[src/rtl/fetch_unit.sv]
// -----------------------------------------------------------------------------
// fetch_unit
//   Instruction fetch stage in front of a combinational instruction memory.
//   Owns the program counter, captures each returned word together with its PC
//   into a small fetch FIFO, and presents the FIFO head to decode over a
//   valid/ready handshake. A redirect from execute flushes the FIFO and
//   restarts fetching at the (word-aligned) target.
//
// Ports
//   clk            in   clock, all state on rising edge
//   rst_n          in   synchronous active-low reset
//   instr_addr     out  byte address to instruction memory (registered PC)
//   instr_in       in   instruction word returned for instr_addr
//   redirect_valid in   flush FIFO and refetch from redirect_pc
//   redirect_pc    in   redirect target, low two bits ignored
//   out_valid      out  FIFO head holds an instruction
//   out_ready      in   decode accepts the head this cycle
//   out_instr      out  instruction at FIFO head (0 when empty)
//   out_pc         out  PC of instruction at FIFO head (0 when empty)
// -----------------------------------------------------------------------------
module fetch_unit #(
  parameter int                    ADDR_WIDTH = 32,
  parameter int                    DATA_WIDTH = 32,
  parameter logic [ADDR_WIDTH-1:0] RESET_PC   = '0,
  parameter int                    FIFO_DEPTH = 2
) (
  input  logic                  clk,
  input  logic                  rst_n,
  output logic [ADDR_WIDTH-1:0] instr_addr,
  input  logic [DATA_WIDTH-1:0] instr_in,
  input  logic                  redirect_valid,
  input  logic [ADDR_WIDTH-1:0] redirect_pc,
  output logic                  out_valid,
  input  logic                  out_ready,
  output logic [DATA_WIDTH-1:0] out_instr,
  output logic [ADDR_WIDTH-1:0] out_pc
);

  localparam int PTR_W   = $clog2(FIFO_DEPTH);
  localparam int CNT_W   = PTR_W + 1;
  localparam int ENTRY_W = ADDR_WIDTH + DATA_WIDTH;
  localparam logic [CNT_W-1:0] DEPTH_C = CNT_W'(FIFO_DEPTH);

  logic [ADDR_WIDTH-1:0] fetch_pc_q, fetch_pc_d;
  logic [PTR_W-1:0]      rd_ptr_q, rd_ptr_d;
  logic [PTR_W-1:0]      wr_ptr_q, wr_ptr_d;
  logic [CNT_W-1:0]      count_q, count_d;

  // Entry storage carries no reset: validity is tracked by count_q alone.
  logic [ENTRY_W-1:0]    fifo_mem [FIFO_DEPTH];

  logic                  pop;
  logic                  push;
  logic                  can_push;
  logic [ADDR_WIDTH-1:0] redirect_pc_aligned;
  logic [ENTRY_W-1:0]    wr_data;
  logic [ENTRY_W-1:0]    head;

  // Masking (rather than slicing) keeps every redirect_pc bit in use.
  assign redirect_pc_aligned = redirect_pc & ~ADDR_WIDTH'(3);

  assign instr_addr = fetch_pc_q;
  assign out_valid  = (count_q != '0);
  assign head       = fifo_mem[rd_ptr_q];

  // Outputs are forced to zero while empty so the bus is clean after reset
  // even though the storage itself is never cleared.
  assign out_pc    = out_valid ? head[ENTRY_W-1:DATA_WIDTH] : '0;
  assign out_instr = out_valid ? head[DATA_WIDTH-1:0]       : '0;

  always_comb begin
    pop        = out_valid & out_ready & ~redirect_valid;
    // A pop frees a slot on the same edge, so a full FIFO keeps streaming.
    can_push   = (count_q < DEPTH_C) | pop;
    push       = ~redirect_valid & can_push;
    wr_data    = {fetch_pc_q, instr_in};

    fetch_pc_d = fetch_pc_q;
    rd_ptr_d   = rd_ptr_q;
    wr_ptr_d   = wr_ptr_q;
    count_d    = count_q;

    if (redirect_valid) begin
      fetch_pc_d = redirect_pc_aligned;
      rd_ptr_d   = '0;
      wr_ptr_d   = '0;
      count_d    = '0;
    end else begin
      if (push) begin
        wr_ptr_d   = wr_ptr_q + PTR_W'(1);
        fetch_pc_d = fetch_pc_q + ADDR_WIDTH'(4);
      end
      if (pop) begin
        rd_ptr_d = rd_ptr_q + PTR_W'(1);
      end
      case ({push, pop})
        2'b10:   count_d = count_q + CNT_W'(1);
        2'b01:   count_d = count_q - CNT_W'(1);
        default: count_d = count_q;
      endcase
    end
  end

  always_ff @(posedge clk) begin
    if (!rst_n) begin
      fetch_pc_q <= RESET_PC;
      rd_ptr_q   <= '0;
      wr_ptr_q   <= '0;
      count_q    <= '0;
    end else begin
      fetch_pc_q <= fetch_pc_d;
      rd_ptr_q   <= rd_ptr_d;
      wr_ptr_q   <= wr_ptr_d;
      count_q    <= count_d;
    end
  end

  always_ff @(posedge clk) begin
    if (rst_n && push) begin
      fifo_mem[wr_ptr_q] <= wr_data;
    end
  end

endmodule

[config.mk]
export PLATFORM = sky130hd
export DESIGN_NAME = fetch_unit
export DESIGN_NICKNAME = d
export VERILOG_FILES = /design/src/rtl/fetch_unit.sv
export SDC_FILE = /design/constraint.sdc
export NUM_CORES = 1
export LEC_CHECK = 0
export ABC_AREA = 1
export CAP_MARGIN = 30
export CORE_MARGIN = 3
export CORE_UTILIZATION = 40
export DETAILED_ROUTE_END_ITERATION = 16
export PLACE_DENSITY = 0.73
export RECOVER_POWER = 100
export SYNTH_ARGS = -nofsm -noshare
export SYNTH_HDL_FRONTEND = slang
export SYNTH_SLANG_ARGS = --single-unit
export TNS_END_PERCENT = 1
[constraint.sdc]
create_clock -name clk -period 12 [get_ports clk]
set_input_delay 3.6 -clock clk [delete_from_list [all_inputs] [get_ports clk]]
set_output_delay 3.6 -clock clk [all_outputs]
set_load 0.01 [all_outputs]
==> results.json, run 1 <==
{
  "run_status": "finished, violations left",
  "violations": "max-capacitance violations, max-slew violations",
  "finalClockSkew_ns": 0.00907,
  "die_w_um": 139,
  "cts_resized": 0,
  "pwr-share-seq": 0.503,
  "dr.pass1.iters": 6,
  "place.gp.congestion": 0.918,
  "post_cts_buffers": 0,
  "core_area_um2": 17300,
  "required_ns": 12.29,
  "stdcell_count": 1153,
  "initial_core_util": 0.409,
  "timing.rr.end": "instr_addr[2]",
  "grt_pass1_wl_mm": 27.5,
  "crit_end": "instr_addr[2]",
  "finalWorstSetupSlack_ns": 4.18,
  "ctsHoldBuffers": 0,
  "routed_wl_mm": 16.9,
  "maxSlewViolCount": 85,
  "wire_per_inst_um": 14.7,
  "setup_violations": 0,
  "grt_use_total": 0.177,
  "syn_inst": 763,
  "hold_slack_ns": 0.488,
  "place_worst_setup_slack_ns": 5.18,
  "avgViaCountPerCell": 4.85,
  "min_period_ns": 7.82,
  "power.total_uw": 1270,
  "dieArea_um2": 19300,
  "avgSynthCellArea_um2": 9.27,
  "synth_warnings": 0,
  "pwr-share-comb": 0.091,
  "ys.flop_type": "edfxtp_1",
  "hold_viol_final": 0,
  "vdd_drop_max_uv": 94.4,
  "worst_slew_pin_slew_ns": 2.89,
  "rsz0062_at_grt": "no",
  "first_iter_violations": 455,
  "drc": 0,
  "synthesis.area_um2": 7080,
  "yosysUniqueCellTypes": 33,
  "clock_path_buffers": 2,
  "synth_edf_count": 124,
  "cts_tree": "done",
  "p_clk_frac": 0.406,
  "synth_seq_cells": 159,
  "cts_sinks": 159,
  "final_nets": 984,
  "num_io_pins": 165,
  "ant_nets": 0,
  "worstSkewPairLatency_ns": 0.42,
  "hpwl_mm": 11.1,
  "timing.fmax_mhz": 128,
  "cp_max_fo": 21,
  "p_sw_uw": 300,
  "cp.arrival_ns": 8.10,
  "slew_headroom": -0.926,
  "antenna_found_initial": 0,
  "io_buffers": 158,
  "clockRootBuffer": "clkbuf_16",
  "finalSetupTns_ns": 0,
  "row_count": 48,
  "reg2reg_slack_ns": 7.67,
  "power.density_nw_per_um2": 135,
  "path_class": "primary input to register",
  "cp-startpoint": "redirect_valid",
  "worst_hold_path_type": "register to register",
  "internal_power_uw": 966,
  "cts_buffers": 17,
  "die_h_um": 139,
  "cap_violations": 2,
  "period_share": 0.651,
  "gr-total-overflow": 0,
  "drive_gt1_frac": 0.0658,
  "p_leak_uw": 0.00369,
  "syn_to_final_growth_pct": 32.6,
  "worstHoldStart": "rd_ptr_q",
  "placedCellCount": 1120,
  "start_kind": "primary input",
  "grt_pass1_vias": 5301,
  "h-tree-depth": 4,
  "r2r_start": "count_q[1]",
  "switching_share": 0.237,
  "endpoint_kind": "register",
  "grt_start_max_net_pins": 63,
  "async_reset_ff_frac": 0,
  "num_vias": 5595,
  "ys_seq_area_frac": 0.625,
  "cts.clk_slew.worst_paths_ns": 0.06,
  "worstRegToRegCells": 9
}
per-layer routing:
| metal | up-vias | GRT usage | routed length, µm |
|---|---|---|---|
| met5 | - | 0 | 0 |
| met4 | 0 | 0.0433 | 172 |
| met3 | 15 | 0.0414 | 1020 |
| met2 | 206 | 0.281 | 7830 |
| met1 | 2556 | 0.248 | 7870 |
| li1 | 2818 | - | - |
cells by family (layout without fill, tap and decap cells):
| group | Yosys count | in the layout | synth area share |
|---|---|---|---|
| flops | 159 | 159 | 0.625 |
| simple gates | 393 | 393 | 0.228 |
| buf+inv | 98 | 259 | 0.0578 |
| fa+ha+maj | 2 | 2 | 0.00354 |
| compound gates | 103 | 103 | 0.0757 |
| other cells | 1 | 5 | 0.000530 |
| xor+xnor | 7 | 7 | 0.00867 |
cell usage after synthesis, types with 2 or more instances:
master	n	share of area
inv_2	4	0.0021
nand2_2	5	0.0044
xnor2_1	2	0.0025
o21ai_0	9	0.0064
edfxtp_1	124	0.53
nor3_1	2	0.0014
dfxtp_1	35	0.099
xor2_1	5	0.0062
nand2_1	270	0.14
or2_2	15	0.013
nand4_1	7	0.0062
ha_1	2	0.0035
a21oi_1	87	0.062
clkinv_1	5	0.0027
inv_1	52	0.028
buf_2	6	0.0042
buf_4	4	0.0042
buf_1	2	0.0011
o211ai_1	2	0.0021
clkbuf_1	23	0.012
nor2_1	45	0.024
nand3_1	46	0.033
worst max-delay path: stages:
cell	delay [ns]
dlygate4sd3_1	0.79
o21ai_0	1.78
inv_1	0.34
nand2_1	0.66
inv_1	0.51
o21ai_0	0.31
a21oi_1	0.09
placed cells by master (no fill, tap or decap), types with 15 or more instances in the layout:
cell               n
nand2_1          271
dlygate4sd3_1    126
edfxtp_1         124
a21oi_1           87
inv_1             54
nand3_1           46
nor2_1            45
dfxtp_1           34
clkdlybuf4s50_1   32
clkbuf_16         18
or2_2             15
stage by stage:
step                utilization  cell area (µm²)
finish                    0.542             9380
global route              0.542             9380
CTS                       0.544             9410
detailed placement        0.511             8840
global placement          0.511             8840
floorplan                     -             7090
worst min-delay path by stage:
stage                    end  slack (ns)  cells after the start
CTS                 register        0.48                      2
floorplan           register        0.45                      2
finish              register        0.49                      2
detailed placement  register        0.46                      2
global placement    register        0.45                      2
global route        register        0.52                      2
flip-flops by register name, summed over array words and instances, names as in the netlist, named ones only:
name,flops
fifo_mem,124
instr_addr,30
count_q,2
rd_ptr_q,1
wr_ptr_q,1
power groups by stage:
stage          sequential, µW  combinational [µW]  clock, µW
5_1_grt                   639                 128        549
4_1_cts                   637                 126        522
3_3_place_gp              648                 124          0
2_1_floorplan             647                55.2          0
6_report                  637                 116        514
3_5_place_dp              649                 126          0
final cells by class:
cell class	count	area (µm²)
fill	1520	7920
clock buffer	20	478
inverter	61	229
clock inverter	12	92.6
multi-input combinational	509	2240
tap	225	282
sequential	159	4430
timing repair buffer	166	1630
antenna	1	2.50
Power figures use the tool's default switching activity.
==> run 2: changes to the inputs <==
--- a/config.mk
+++ b/config.mk
@@ -10,7 +10,7 @@
 export CORE_MARGIN = 3
 export CORE_UTILIZATION = 40
 export DETAILED_ROUTE_END_ITERATION = 16
-export PLACE_DENSITY = 0.73
+export PLACE_DENSITY = 0.76
 export RECOVER_POWER = 100
 export SYNTH_ARGS = -nofsm -noshare
 export SYNTH_HDL_FRONTEND = slang
==> constraint.sdc (replaced) <==
create_clock -name clk -period 6.75 [get_ports clk]
set_input_delay 2.025 -clock clk [delete_from_list [all_inputs] [get_ports clk]]
set_output_delay 2.025 -clock clk [all_outputs]
set_load 0.01 [all_outputs]
==> results.json, run 2 (synthesis results as in run 1) <==
{
  "run_status": "finished, violations left",
  "violations": "max-capacitance violations, max-slew violations",
  "cts.clk_slew.worst_paths_ns": 0.06,
  "ctsHoldBuffers": 0,
  "met2_usage": 0.287,
  "cap_violations": 3,
  "worst_slew_pin_slew_ns": 1.66,
  "cts_buffers": 17,
  "power.total_uw": 2230,
  "worstSkewPairLatency_ns": 0.41,
  "first_iter_violations": 367,
  "finalSetupTns_ns": 0,
  "dieArea_um2": 19300,
  "cp.arrival_ns": 5.62,
  "path_class": "primary input to register",
  "hpwl_mm": 11.1,
  "drc": 0,
  "num_io_pins": 165,
  "initial_core_util": 0.409,
  "maxSlewViolCount": 126,
  "crit_chain": "dlygate4sd3_1 > clkinv_1 > nor2_1 > inv_1 > nor3_1 > clkbuf_2",
  "rsz0062_at_grt": "no",
  "pwr-share-seq": 0.508,
  "cts_resized": 0,
  "clock_path_buffers": 2,
  "period_share": 0.832,
  "die_w_um": 139,
  "switching_share": 0.223,
  "vdd_drop_max_uv": 177,
  "largest_reg_flops": 124,
  "regMostFlops": "fifo_mem",
  "final_cell_mix": "270 x nand2_1, 125 x dlygate4sd3_1, 124 x edfxtp_1",
  "use_met1": 0.229,
  "die_h_um": 139,
  "grt_start_max_net_pins": 63,
  "power.density_nw_per_um2": 238,
  "internal_power_uw": 1740,
  "h-tree-depth": 4,
  "gr-total-overflow": 0,
  "p_clk_frac": 0.400,
  "slew_headroom": -0.108,
  "wire_per_inst_um": 14.7,
  "cpMaxStageDelayCell": "clkbuf_2",
  "grt_pass1_wl_mm": 26.7,
  "start_kind": "primary input",
  "p_leak_uw": 0.00368,
  "grtUsageMet3": 0.0321,
  "timing.fmax_mhz": 178,
  "avgViaCountPerCell": 4.91,
  "cp_max_fo": 62,
  "p_sw_uw": 497,
  "layout_commonest_cell": "nand2_1",
  "cts_tree": "done",
  "min_period_ns": 5.62,
  "grt.busiest_layer": "met2",
  "endpoint_kind": "register",
  "clockRootBuffer": "clkbuf_16",
  "drive_gt1_frac": 0.0638,
  "syn_to_final_growth_pct": 32.5,
  "num_vias": 5647,
  "post_cts_buffers": 0,
  "io_buffers": 158,
  "pwr-share-comb": 0.092,
  "place.gp.congestion": 0.904,
  "setup_violations": 0,
  "required_ns": 6.76,
  "core_area_um2": 17300,
  "finalClockSkew_ns": 0.00597,
  "ant_nets": 0,
  "grt_use_total": 0.174,
  "max_stage_delay_ns": 1.22,
  "dr.pass1.iters": 5,
  "routed_wl_mm": 16.9,
  "grt_pass1_vias": 5321,
  "row_count": 48,
  "antenna_found_initial": 1,
  "hold_viol_final": 0,
  "final_nets": 982,
  "worst_hold_path_type": "register to register",
  "cts_sinks": 159
}
==> run 2: cell count changes in the layout (fill, tap and decap cells not counted), sizes merged <==
| cell | before | now |
|---|---|---|
| buf | 5 | 2 |
| bufinv | 0 | 2 |
| clkdlybuf4s50 | 32 | 33 |
| clkinv | 8 | 13 |
| clkinvlp | 0 | 3 |
| dlygate4sd3 | 126 | 125 |
| inv | 65 | 56 |
==> run 2: layout make-up <==
type	instances	area, µm²
clock buffer	19	433
inverter	61	229
antenna	1	2.50
sequential	159	4430
clock inverter	13	123
multi-input combinational	509	2250
timing repair buffer	164	1630
tap	225	282
fill	1546	7920
==> run 2: per-stage QoR <==
step	worst slack (ns)	cells	hold slack (ns)	util	area (µm²)
after floorplan	-0.525	766	0.447	-	7090
after global placement	1.44	1117	0.458	0.510	8820
after detailed placement	1.38	1118	0.459	0.511	8840
after CTS	1.83	1150	0.470	0.543	9390
after global routing	0.844	1151	0.509	0.542	9380
final	1.13	1151	0.465	0.542	9380
==> run 2: layer usage <==
| metal | vias up | part of all wire |
|---|---|---|
| li1 | 2823 | - |
| met1 | 2594 | 0.45 |
| met2 | 207 | 0.47 |
| met3 | 23 | 0.058 |
| met4 | 0 | 0.020 |
| met5 | - | 0 |
==> run 2: final timing paths <==
kind | depth (start not counted) | slack, ns | startpoint | end
worst min-delay path | 2 | 0.47 | rd_ptr_q | register
worst min register to register | 2 | 0.47 | rd_ptr_q | register
worst max register to register | 7 | 3.39 | count_q[1] | fifo_mem[1][12]
worst max-delay path | 6 | 1.13 | rst_n | fifo_mem[1][12]
==> run 2: power by group through the flow <==
stage          clock [µW]  sequential (µW)  combinational (µW)
2_1_floorplan           0             1150                98.2
3_3_place_gp            0             1150                 219
3_5_place_dp            0             1150                 223
4_1_cts               914             1130                 224
5_1_grt               962             1140                 228
6_report              893             1130                 206
==> run 2: worst max-delay path: cells and delay by family <==
kind,cells,cell delay (ns)
and+or+nand+nor,2,0.61
buffers and inverters,4,2.90
==> run 3: changes to the inputs <==
==> constraint.sdc (replaced) <==
create_clock -name clk -period 5 [get_ports clk]
set_input_delay 1.5 -clock clk [delete_from_list [all_inputs] [get_ports clk]]
set_output_delay 1.5 -clock clk [all_outputs]
set_load 0.01 [all_outputs]
==> results.json, run 3 (synthesis results as in run 1) <==
{
  "place.gp.congestion": 0.906,
  "grtUsageMet3": 0.0428,
  "cts_buffers": 17,
  "syn_to_final_growth_pct": 33.7,
  "timing.fmax_mhz": 234,
  "grt.busiest_layer": "met2",
  "start_kind": "primary input",
  "min_period_ns": 4.28,
  "regMostFlops": "fifo_mem",
  "cts_sinks": 159,
  "r2r_start": "count_q[1]",
  "use_met1": 0.228,
  "avgViaCountPerCell": 4.86,
  "dieArea_um2": 19300,
  "ant_nets": 0,
  "grt_pass1_vias": 5224,
  "p_leak_uw": 0.00371,
  "place_worst_setup_slack_ns": 1.11,
  "final_cell_area_um2": 9460,
  "crit_family": "buffers and inverters",
  "gr-total-overflow": 0,
  "h-tree-depth": 4,
  "cp_num_buf_inv": 6,
  "wire_per_inst_um": 14.7,
  "max_stage_delay_ns": 0.52,
  "layout_commonest_cell": "nand2_1",
  "routed_wl_mm": 16.9,
  "place_area_um2": 8890,
  "antenna_found_initial": 0,
  "drc": 0,
  "final_nets": 986,
  "maxSlewViolCount": 0,
  "worstHoldStart": "rd_ptr_q",
  "cts_tree": "done",
  "period_share": 0.855,
  "fillers": 1559,
  "cpMostUsedCell": "clkbuf_1",
  "worst_slew_pin_slew_ns": 1.36,
  "cp_max_fo": 62,
  "cp.arrival_ns": 4.34,
  "largest_reg_flops": 124,
  "path_class": "primary input to register",
  "cap_violations": 0,
  "grt_pass1_wl_mm": 26.9,
  "initial_core_util": 0.409,
  "worst_hold_path_type": "register to register",
  "finalSetupTns_ns": 0,
  "dr.pass1.iters": 5,
  "rsz0062_at_grt": "no",
  "grt_use_total": 0.174,
  "worstSkewPairLatency_ns": 0.41,
  "crit_chain": "dlygate4sd3_1 > clkbuf_1 > clkinv_1 > clkbuf_1 > nor2_1 > inv_1 > nor3_1 > buf_12",
  "clock_path_buffers": 2,
  "drive_gt1_frac": 0.0657,
  "finalClockSkew_ns": 0.0125,
  "core_area_um2": 17300,
  "cts.clk_slew.worst_paths_ns": 0.06,
  "final_cell_mix": "271 x nand2_1, 126 x dlygate4sd3_1, 124 x edfxtp_1",
  "hpwl_mm": 11.4,
  "clockRootBuffer": "clkbuf_16",
  "reg2reg_slack_ns": 2.39,
  "num_io_pins": 165,
  "met2_usage": 0.286,
  "ctsHoldBuffers": 0,
  "hold_viol_final": 0,
  "setup_violations": 0,
  "slew_headroom": 0.0941,
  "required_ns": 5.07,
  "first_iter_violations": 325,
  "cts_resized": 0,
  "cp-startpoint": "rst_n",
  "die_h_um": 139,
  "hold_slack_ns": 0.486,
  "post_cts_buffers": 0,
  "io_buffers": 158,
  "cpMaxStageDelayCell": "dlygate4sd3_1",
  "final_util": 0.547,
  "row_count": 48,
  "endpoint_kind": "register",
  "num_vias": 5612,
  "finalWorstSetupSlack_ns": 0.724,
  "power.density_nw_per_um2": 324,
  "grt_start_max_net_pins": 63,
  "die_w_um": 139,
  "vdd_drop_max_uv": 232,
  "run_status": "finished, final reports clean"
}
## run 3: cell type report
| type | count | area, µm² | area share |
|---|---|---|---|
| Inverter | 61 | 229 | 0.0242 |
| Clock inverter | 6 | 40.0 | 0.00423 |
| Sequential cell | 159 | 4430 | 0.468 |
| Antenna cell | 1 | 2.50 | 0.000265 |
| Timing Repair Buffer | 168 | 1680 | 0.177 |
| Multi-Input combinational cell | 509 | 2250 | 0.238 |
| Clock buffer | 26 | 554 | 0.0586 |
| Tap cell | 225 | 282 | 0.0298 |
## run 3: per-stage QoR
stage / std cells / power (µW)
after CTS: 1154 / 3120
after global routing: 1154 / 3200
after detailed placement: 1122 / 1860
after floorplan: 766 / 1690
after global placement: 1121 / 1850
final: 1155 / 3070
## run 3: where the power goes
group	switching, µW	leakage [µW]	internal (µW)
Sequential	44.8	0.00144	1480
Combinational	147	0.00198	135
Clock	488	0.000287	768
Total	679	0.00371	2390
## run 3: path summary, 6_finish.rpt
path                          end  cells after the start
setup / recovery  fifo_mem[0][31]                      8
hold / removal           rd_ptr_q                      2
setup reg to reg    instr_addr[2]                     10
hold reg to reg          rd_ptr_q                      2
## run 3: routing by layer
layer / wire [µm] / share of wire
met1: 7420 / 0.44
met2: 8120 / 0.48
met3: 1180 / 0.070
met4: 214 / 0.013
met5: 0 / 0
## run 3: worst register-to-register path, cell delays in order, from the launching register on
cell     delay [ns]
dfxtp_1        0.38
inv_1          0.07
nand2_2        0.09
nand2_2        0.09
o21ai_2        0.11
buf_4          0.26
inv_2          0.10
nand2_1        0.52
inv_1          0.50
o21ai_0        0.27
a21oi_1        0.08
